$ cat config.mk
export PLATFORM = sky130hd
export DESIGN_NAME = prim_cmp_pipe
export DESIGN_NICKNAME = d
export VERILOG_FILES = /design/src/rtl/prim_cmp_pkg.sv /design/src/rtl/prim_cmp_mag_4bit.sv /design/src/rtl/prim_cmp_pipe_stage.sv /design/src/rtl/prim_cmp_pipe.sv
export SDC_FILE = /design/constraint.sdc
export NUM_CORES = 1
export LEC_CHECK = 0
export BUFFER_PORTS_ARGS = -buffer_cell sky130_fd_sc_hd__clkbuf_2
export CAP_MARGIN = 20
export CORE_MARGIN = 4
export CORE_UTILIZATION = 29
export CTS_BUF_LIST = sky130_fd_sc_hd__clkbuf_8
export DETAILED_ROUTE_END_ITERATION = 7
export PLACE_DENSITY_LB_ADDON = 0.15
export SYNTH_ARGS = -nofsm -noshare
export SYNTH_HDL_FRONTEND = slang
export SYNTH_SLANG_ARGS = --single-unit
$ cat constraint.sdc
create_clock -name i_clk -period 1.25 [get_ports i_clk]
set_input_delay 0.375 -clock i_clk [delete_from_list [all_inputs] [get_ports i_clk]]
set_output_delay 0.375 -clock i_clk [all_outputs]
set_load 0.1 [all_outputs]
$ cat src/rtl/prim_cmp_pkg.sv
// prim_cmp_pkg: shared node type, merge function and depth helper for the pipelined comparator
package prim_cmp_pkg;
  typedef struct packed {
    logic eq;
    logic lt;
  } cmp_node_t;

  function automatic cmp_node_t cmp_merge(cmp_node_t hi, cmp_node_t lo);
    cmp_node_t r;
    r.eq = hi.eq & lo.eq;
    r.lt = hi.lt | (hi.eq & lo.lt);
    return r;
  endfunction

  function automatic int cmp_lvl(int width);
    return $clog2(width / 4);
  endfunction
endpackage

$ cat src/rtl/prim_cmp_mag_4bit.sv
// prim_cmp_mag_4bit: 4-bit unsigned magnitude compare leaf (a, b in; eq, lt out)
module prim_cmp_mag_4bit (
  input  logic [3:0] a,
  input  logic [3:0] b,
  output logic       eq,
  output logic       lt
);
  assign eq = a == b;
  assign lt = a < b;
endmodule

$ cat src/rtl/prim_cmp_pipe_stage.sv
// prim_cmp_pipe_stage: one valid/ready register slice, W-bit payload, holds data while stalled
//   clk, rst        clock, synchronous active-high reset
//   in_valid/ready  upstream handshake, in_data payload
//   out_valid/ready downstream handshake, out_data payload (0 after reset)
module prim_cmp_pipe_stage #(
  parameter int W = 8
) (
  input  logic         clk,
  input  logic         rst,
  input  logic         in_valid,
  output logic         in_ready,
  input  logic [W-1:0] in_data,
  output logic         out_valid,
  input  logic         out_ready,
  output logic [W-1:0] out_data
);
  assign in_ready = ~out_valid | out_ready;

  always_ff @(posedge clk) begin
    if (rst) begin
      out_valid <= 1'b0;
      out_data  <= '0;
    end else if (in_ready) begin
      out_valid <= in_valid;
      if (in_valid) out_data <= in_data;
    end
  end
endmodule

$ cat src/rtl/prim_cmp_pipe.sv
// prim_cmp_pipe: pipelined signed/unsigned WIDTH-bit magnitude comparator with valid/ready and tag
//   i_clk, i_rst              clock, synchronous active-high reset
//   i_valid/o_ready           input handshake; i_a, i_b operands, i_signed_en mode, i_tag sideband
//   o_valid/i_ready           output handshake; o_lt, o_eq, o_gt one-hot result, o_tag
//   o_min, o_max              only with PRIM_CMP_MINMAX_EN defined
module prim_cmp_pipe
  import prim_cmp_pkg::*;
#(
  parameter int WIDTH = 32,
  parameter int TAG_W = 4
) (
  input  logic             i_clk,
  input  logic             i_rst,
  input  logic             i_valid,
  output logic             o_ready,
  input  logic [WIDTH-1:0] i_a,
  input  logic [WIDTH-1:0] i_b,
  input  logic             i_signed_en,
  input  logic [TAG_W-1:0] i_tag,
  output logic             o_valid,
  input  logic             i_ready,
  output logic             o_lt,
  output logic             o_eq,
  output logic             o_gt,
  output logic [TAG_W-1:0] o_tag
`ifdef PRIM_CMP_MINMAX_EN
  ,
  output logic [WIDTH-1:0] o_min,
  output logic [WIDTH-1:0] o_max
`endif
);
  localparam int N   = WIDTH / 4;
  localparam int LVL = cmp_lvl(WIDTH);
`ifdef PRIM_CMP_MINMAX_EN
  localparam int SW = 1 + 2 * WIDTH + TAG_W;
  localparam int FW = 3 + TAG_W + 2 * WIDTH;
`else
  localparam int SW = 3 + TAG_W;
  localparam int FW = 3 + TAG_W;
`endif

  logic fin_rdy;

  genvar k, j;
  for (k = 0; k < LVL; k++) begin : g_st
    localparam int NO = N >> k;
    cmp_node_t [NO-1:0]  nd_d, nd_q;
    logic [SW-1:0]       sd_d, sd_q;
    logic [SW+2*NO-1:0]  pq;
    logic                vi, rdy, vld, nxt_rdy;
    if (k == 0) begin : g_leaf
      assign vi = i_valid;
`ifdef PRIM_CMP_MINMAX_EN
      assign sd_d = {i_signed_en, i_a, i_b, i_tag};
`else
      assign sd_d = {i_signed_en, i_a[WIDTH-1], i_b[WIDTH-1], i_tag};
`endif
      for (j = 0; j < N; j++) begin : g_n
        prim_cmp_mag_4bit u_mag (
          .a (i_a[4*j +: 4]),
          .b (i_b[4*j +: 4]),
          .eq(nd_d[j].eq),
          .lt(nd_d[j].lt)
        );
      end
    end else begin : g_mrg
      assign vi   = g_st[k-1].vld;
      assign sd_d = g_st[k-1].sd_q;
      for (j = 0; j < NO; j++) begin : g_n
        assign nd_d[j] = cmp_merge(g_st[k-1].nd_q[2*j+1], g_st[k-1].nd_q[2*j]);
      end
    end
    if (k == LVL - 1) begin : g_last
      assign nxt_rdy = fin_rdy;
    end else begin : g_next
      assign nxt_rdy = g_st[k+1].rdy;
    end
    prim_cmp_pipe_stage #(.W(SW + 2 * NO)) u_stage (
      .clk      (i_clk),
      .rst      (i_rst),
      .in_valid (vi),
      .in_ready (rdy),
      .in_data  ({sd_d, nd_d}),
      .out_valid(vld),
      .out_ready(nxt_rdy),
      .out_data (pq)
    );
    assign {sd_q, nd_q} = pq;
  end

  cmp_node_t        root;
  logic [SW-1:0]    fs;
  logic [FW-1:0]    fd, fq;
  logic [TAG_W-1:0] ft;
  logic             sgn, am, bm, f_lt, f_eq;

  assign fs   = g_st[LVL-1].sd_q;
  assign root = cmp_merge(g_st[LVL-1].nd_q[1], g_st[LVL-1].nd_q[0]);
  // differing sign bits decide a signed compare outright: the negative operand is smaller
  assign f_lt = (sgn & (am ^ bm)) ? am : root.lt;
  assign f_eq = root.eq;

`ifdef PRIM_CMP_MINMAX_EN
  logic [WIDTH-1:0] fa, fb;
  assign {sgn, fa, fb, ft} = fs;
  assign am = fa[WIDTH-1];
  assign bm = fb[WIDTH-1];
  assign fd = {f_lt, f_eq, ~f_lt & ~f_eq, ft, f_lt ? fa : fb, f_lt ? fb : fa};
  assign {o_lt, o_eq, o_gt, o_tag, o_min, o_max} = fq;
`else
  assign {sgn, am, bm, ft} = fs;
  assign fd = {f_lt, f_eq, ~f_lt & ~f_eq, ft};
  assign {o_lt, o_eq, o_gt, o_tag} = fq;
`endif

  prim_cmp_pipe_stage #(.W(FW)) u_fin (
    .clk      (i_clk),
    .rst      (i_rst),
    .in_valid (g_st[LVL-1].vld),
    .in_ready (fin_rdy),
    .in_data  (fd),
    .out_valid(o_valid),
    .out_ready(i_ready),
    .out_data (fq)
  );

  assign o_ready = g_st[0].rdy;
endmodule

==> results of run 1 <==
[cell type report]
cell class	count	area (um2)
Fill cell	1004	5344
Multi-Input combinational cell	259	1765
Sequential cell	60	1216
Timing Repair Buffer	122	1076
Tap cell	133	166.4
Clock buffer	11	151.4
Inverter	34	127.6
Clock inverter	4	17.52
[timing repair]
action                                  CTS  global route
gates cloned                              5             0
pin swaps                                 6            11
gates resized for setup                  21            27
endpoints found under the setup margin   52            62
setup buffers                            13             5
[cell families after synthesis]
| logic type | Yosys count | synth area share (%) |
|---|---|---|
| DFF | 60 | 40.35 |
| and+or+nand+nor | 146 | 23.45 |
| AOI/OAI and AO/OA | 81 | 15.30 |
| buffers and inverters | 50 | 7.440 |
| adders and majority gates | 32 | 13.45 |
[sequential cells by signal, indices dropped and copies added (netlist names)]
signal and cells:
g_st.u_stage.out_valid 3, u_fin.out_valid 1, u_fin.out_data 7, g_st.u_stage.out_data 49
[how the worst max path moves through the flow]
stage	depth (start not counted)	endpoint	slack (ns)	startpoint
floorplan	2	o_ready	-0.18	u_fin.out_valid
global placement	4	o_ready	-0.22	i_ready
detailed placement	4	o_ready	-0.23	i_ready
CTS	3	o_ready	-0.30	u_fin.out_valid
global route	3	o_ready	-0.34	g_st[2].u_stage.out_valid
finish	3	o_ready	-0.28	g_st[2].u_stage.out_valid
[critical path: cells and delay by family (launching register included)]
kind	cells	cell delay, ns
buffers and inverters	1	0.16
and+or+nand+nor	2	0.34
DFF	1	0.34
[metal layers]
metal | part of all wire (%) | track usage (%) | routed length [um]
met5 | 0 | 0 | 0
met4 | 1.7 | 4.809 | 123
met3 | 4.7 | 2.349 | 331
met2 | 46 | 21.01 | 3233
met1 | 48 | 16.11 | 3410
[metrics by stage]
stage	cells	utilization [%]	worst slack (ns)	hold slack, ns
2_1_floorplan	369	-	-0.1778	0.4291
3_3_place_gp	585	38.95	-0.2186	0.4437
3_5_place_dp	585	38.95	-0.2308	0.4453
4_1_cts	618	44.30	-0.3049	0.2650
5_1_grt	623	45.83	-0.3383	0.2757
6_report	623	45.83	-0.2833	0.2764
[power by group]
group	switching, W	leakage (nW)	total, W	internal [W]
Sequential	0.0000408	0.494	0.00202	0.00197
Combinational	0.000345	1.44	0.000743	0.000398
Clock	0.000688	0.0976	0.00148	0.000795
Total	0.00107	2.03	0.00424	0.00317
[layout by cell type (no fill, tap or decap), drive strengths merged]
cell type,n
a211oi,6
a21boi,1
a21oi,63
a221o,1
and4,8
and4b,1
buf,48
bufbuf,2
clkbuf,83
clkinv,2
dfxtp,60
ha,32
inv,36
nand2,88
nand2b,4
nand3,13
nand3b,1
nand4b,1
nor2,13
nor2b,8
nor3,6
o211ai,5
o21ai,5
or3,3
[cell usage after synthesis]
master    instances
buf_4             4
nand3b_1          1
clkbuf_1          7
nor2b_4           1
and4b_4           1
a211oi_1          6
nand2_1          88
dfxtp_1          60
o21ai_0           4
o21ai_4           1
or3_1             3
nor2_1           12
nand2b_1          4
ha_1             32
nand4b_4          1
inv_1            34
nor2b_1           7
buf_2             3
a21oi_1          63
o211ai_1          5
and4_1            8
nor2_4            1
nor3_1            6
a21boi_2          1
nand3_1          13
a221o_1           1
buf_6             2
==> results.md, run 1 <==
* CORE AREA at 0.009864 mm2
* PortBufs at 81
* Via count at 2,761
* Initial Util at 30.18%
* Worst R2R Setup Slack at -0.23 ns
* Final setup viols at 41
* Antenna viol nets, final at 0
* Drt total wl at 7.099 mm
* First-pass GRT wire length at 12.01 mm
* DR iter-0 viols at 47
* Clock Latency Late Sink at 0.33 ns
* Crit path capture type: output pin
* Synth warnings at 0
* Vias per cell at 4.432
* Worst Hold Endpoint: g_st[0].u_stage.out_data[22]
* Unrepaired setup endpoints after global routing: yes
* Die height at 109.3 um
* Critical-path top delay cell: dfxtp_2
* Tcrit/Tclk final at 122.7%
* Synthesized net count at 474
* Hold Path Origin: i_signed_en
* R2r endpoint: g_st[0].u_stage.out_data[8]
* P&R area growth vs syn at 51.87%
* DP Area at 0.003842 mm2
* Critical Path Fanout Max at 2
* WS Path Type: reg -> out
* Netlist Area Pre-Place at 0.002977 mm2
* Post-DP HPWL at 4.894 mm
* Final-stage net count at 591
* Die area at 0.01195 mm2
* Total Power at 0.004242 W
* Setup_tns at -6.330 ns
* Placement Rows at 36
* Worst reg-to-reg path cell count at 7
* Pwr Density at 938.3 mW/mm2
* Worst path max stage delay at 0.34 ns
* Worst Setup Start Kind: flop
* Wire length per cell at 11.39 um
* Max-slew headroom at 79.40%
* Clock Skew at 0.008707 ns
* WP data arrival at 1.16 ns
* Diode count at 0
* Routability congestion estimate at 0.7318
* Avg Inst Size Synth at 8.067 um2
* Crit path time final at 1.533 ns
* IO Count at 82
* Fin worst setup slack at -0.2833 ns
* Yosys top cell area share at 40.35%
* Tightest Pin Transition at 0.3090 ns
* Failing checks: setup timing
* Flops & latches, synth at 60
* Sequential share of the synthesized area at 40.35%
* DRT Pass-1 Iters at 4
* Layout cells sized above 1 at 38.16%
* F_max at 652.2 MHz
* Cell count after synthesis at 369
* CTS Sinks at 60
* Cell variety after synth at 27
* Type of the tightest min-delay check: in -> reg
* Vias in the first global route at 2,746
* Worst R2R Start: u_fin.out_valid
* Number of remaining DRC errors at 0
* Initial antenna violation count at 0
* Total CTS buffers at 9
* Hold-fix buffers, CTS at 0
* Clock Path Buffers at 2
* Congestion Overflow GR at 0
* Hold path depth at 3
* Area leader, netlist: dfxtp_1
* Die W at 109.3 um
* Worst vdd ir at 0.4313 mV
* Max cap viols at 0
* CTS H-tree lvls at 3
* Design area at 0.004521 mm2
* Clock tree from TritonCTS: built
* Pleak at 2.029 nW
* Clock slew at reported path FFs at 0.06 ns
* Largest cells by area after synthesis: dfxtp_1, ha_1, nand2_1
* CTS root buf: clkbuf_8
* Pin count of the biggest net entering global routing at 61
* GRT Util Overall at 12.58%
* Max-slew violations at 0
* CP cell instances: and4b_4 -> nand2_8 -> buf_12
* Outcome: complete, but fails checks
* Final Hold Vio Count at 0
* Worst path required time at 0.88 ns
No activity file was read; power rests on OpenSTA's default activity.
==> inputs of run 2 (changes only) <==
- SLEW_MARGIN: unset -> 25
- TNS_END_PERCENT: unset -> 50
==> results.md, run 2 (synthesis results as in run 1) <==
* Max-slew violations at 0 (unchanged)
* Max-slew headroom at 80.20% (was 79.40%)
* WP data arrival at 1.15 ns (was 1.16 ns)
* DR iter-0 viols at 30 (was 47)
* Design area at 0.004343 mm2 (was 0.004521 mm2)
* PortBufs at 81 (unchanged)
* CTS H-tree lvls at 3 (unchanged)
* Crit path time final at 1.529 ns (was 1.533 ns)
* Worst path required time at 0.88 ns (about the same)
* GRT Util Overall at 11.34% (was 12.58%)
* DRT Pass-1 Iters at 4 (unchanged)
* DP Area at 0.003825 mm2 (was 0.003842 mm2)
* Pin count of the biggest net entering global routing at 38 (was 61)
* Routability congestion estimate at 0.6861 (was 0.7318)
* Layout cells sized above 1 at 37.82% (was 38.16%)
* IO Count at 82 (unchanged)
* Largest registers: g_st.u_stage.out_data x49, u_fin.out_data x7, g_st.u_stage.out_valid x3 (unchanged)
* Die area at 0.01195 mm2 (unchanged)
* CTS root buf: clkbuf_8 (unchanged)
* Failing checks: setup timing (unchanged)
* CP delay by family, top: simple AND/OR/NAND/NOR gates (was flip-flops)
* Tcrit/Tclk final at 122.3% (was 122.7%)
* Critical Path Fanout Max at 2 (unchanged)
* F_max at 654.1 MHz (was 652.2 MHz)
* Pleak at 1.931 nW (was 2.029 nW)
* Hold-fix buffers, CTS at 0 (unchanged)
* Placement Rows at 36 (unchanged)
* Worst Setup Start Kind: flop (unchanged)
* Diode count at 0 (unchanged)
* Worst path max stage delay at 0.33 ns (was 0.34 ns)
* Worst vdd ir at 0.3880 mV (was 0.4313 mV)
* Commonest cells after routing, fill and taps aside: nand2_1, clkbuf_2, dfxtp_1, a21oi_1, inv_1 (unchanged)
* Post-DP HPWL at 4.809 mm (was 4.894 mm)
* Tightest Pin Transition at 0.2963 ns (was 0.3090 ns)
* Via count at 2,731 (was 2,761)
* First-pass GRT wire length at 11.03 mm (was 12.01 mm)
* Final-stage net count at 578 (was 591)
* Initial antenna violation count at 0 (unchanged)
* Clock Path Buffers at 2 (unchanged)
* Crit path capture type: output pin (unchanged)
* Die height at 109.3 um (unchanged)
* CP cell instances: and4b_4 -> nand2_8 -> buf_12 (unchanged)
* Setup_tns at -5.282 ns (was -6.330 ns)
* Most flops, register: g_st.u_stage.out_data (unchanged)
* Clock Skew at 0.006603 ns (was 0.008707 ns)
* Clock tree from TritonCTS: built (unchanged)
* CTS Sinks at 60 (unchanged)
* Fin worst setup slack at -0.2789 ns (was -0.2833 ns)
* Wire length per cell at 11.23 um (was 11.39 um)
* Initial Util at 30.18% (unchanged)
* Hold Path Origin: i_tag[1] (was i_signed_en)
* Critical-path top delay cell: dfxtp_2 (unchanged)
* Number of remaining DRC errors at 0 (unchanged)
* Drt total wl at 6.841 mm (was 7.099 mm)
* Total CTS buffers at 9 (unchanged)
* CORE AREA at 0.009864 mm2 (unchanged)
* Die W at 109.3 um (unchanged)
* Most common cell after layout, fill and taps aside: nand2_1 (unchanged)
* Vias per cell at 4.484 (was 4.432)
* Pwr Density at 971.6 mW/mm2 (was 938.3 mW/mm2)
* Final Hold Vio Count at 0 (unchanged)
* Type of the tightest min-delay check: in -> reg (unchanged)
* WS Path Type: reg -> out (unchanged)
* Outcome: complete, but fails checks (unchanged)
* Clock slew at reported path FFs at 0.06 ns (about the same)
* Worst hold slack at 0.2724 ns (was 0.2764 ns)
* Max FFs per register at 49 (unchanged)
* Congestion Overflow GR at 0 (unchanged)
* Final setup viols at 43 (was 41)
* Max cap viols at 0 (unchanged)
* CP bufs+invs at 1 (unchanged)
* Worst R2R Start: u_fin.out_valid (unchanged)
* Clock Latency Late Sink at 0.33 ns (about the same)
* Unrepaired setup endpoints after global routing: yes (unchanged)
* Antenna viol nets, final at 0 (unchanged)
* Vias in the first global route at 2,656 (was 2,746)
* Beginning of the critical path: g_st[2].u_stage.out_valid (unchanged)
* P&R area growth vs syn at 45.90% (was 51.87%)
run 2: cell count changes in the layout (fill, tap and decap cells not counted), sizes merged:
cell    delta
buf       -13
clkbuf     +3
bufbuf     -2
inv        -2
run 2: power by group:
group | switching [W] | leakage (nW) | internal, W
logic | 0.000332 | 1.34 | 0.000340
registers | 0.0000420 | 0.494 | 0.00198
clock network | 0.000679 | 0.0941 | 0.000852
run 2: what timing repair did:
action                     CTS  global route
gates resized for setup     32            27
pin swaps                   14            17
buffers inserted             7             3
cloned                       1             2
setup endpoints to repair   42            61
run 2: worst register-to-register path: stages, from the launching register on:
cell and delay, ns:
dfxtp_4 0.34, and4b_4 0.20, buf_4 0.16, a21boi_4 0.29, clkbuf_16 0.23, nand2_1 0.06
a21oi_1 0.13
run 2: final timing paths:
check                                 end  slack, ns  cells after the start
max reg2reg   g_st[0].u_stage.out_data[9]      -0.23                      6
min          g_st[0].u_stage.out_data[17]       0.27                      3
min reg2reg   g_st[2].u_stage.out_data[9]       0.45                      2
max                               o_ready      -0.28                      3
run 2: stage by stage:
step | power, W | setup WS [ns] | std cells | util [%]
global route | 0.004448 | -0.3154 | 609 | 44.03
detailed placement | 0.002647 | -0.2289 | 583 | 38.77
finish | 0.004219 | -0.2789 | 609 | 44.03
global placement | 0.002633 | -0.2180 | 583 | 38.77
floorplan | 0.002399 | -0.1778 | 369 | -
CTS | 0.004244 | -0.3026 | 605 | 42.31
run 2: layer usage:
metal / routed length, um / share of wire, % / track usage (%)
met4: 127 / 1.9 / 5.343
met3: 249 / 3.6 / 1.938
met1: 3381 / 49 / 14.04
met5: 0 / 0 / 0
met2: 3083 / 45 / 19.17
run 2: cell type report:
class                      count  area, um2
multi-input combinational    259       1774
inverter                      34      127.6
clock inverter                 2      10.01
clock buffer                  12      165.2
tap                          133      166.4
timing repair buffer         109      883.3
sequential                    60       1216
fill                        1001       5522
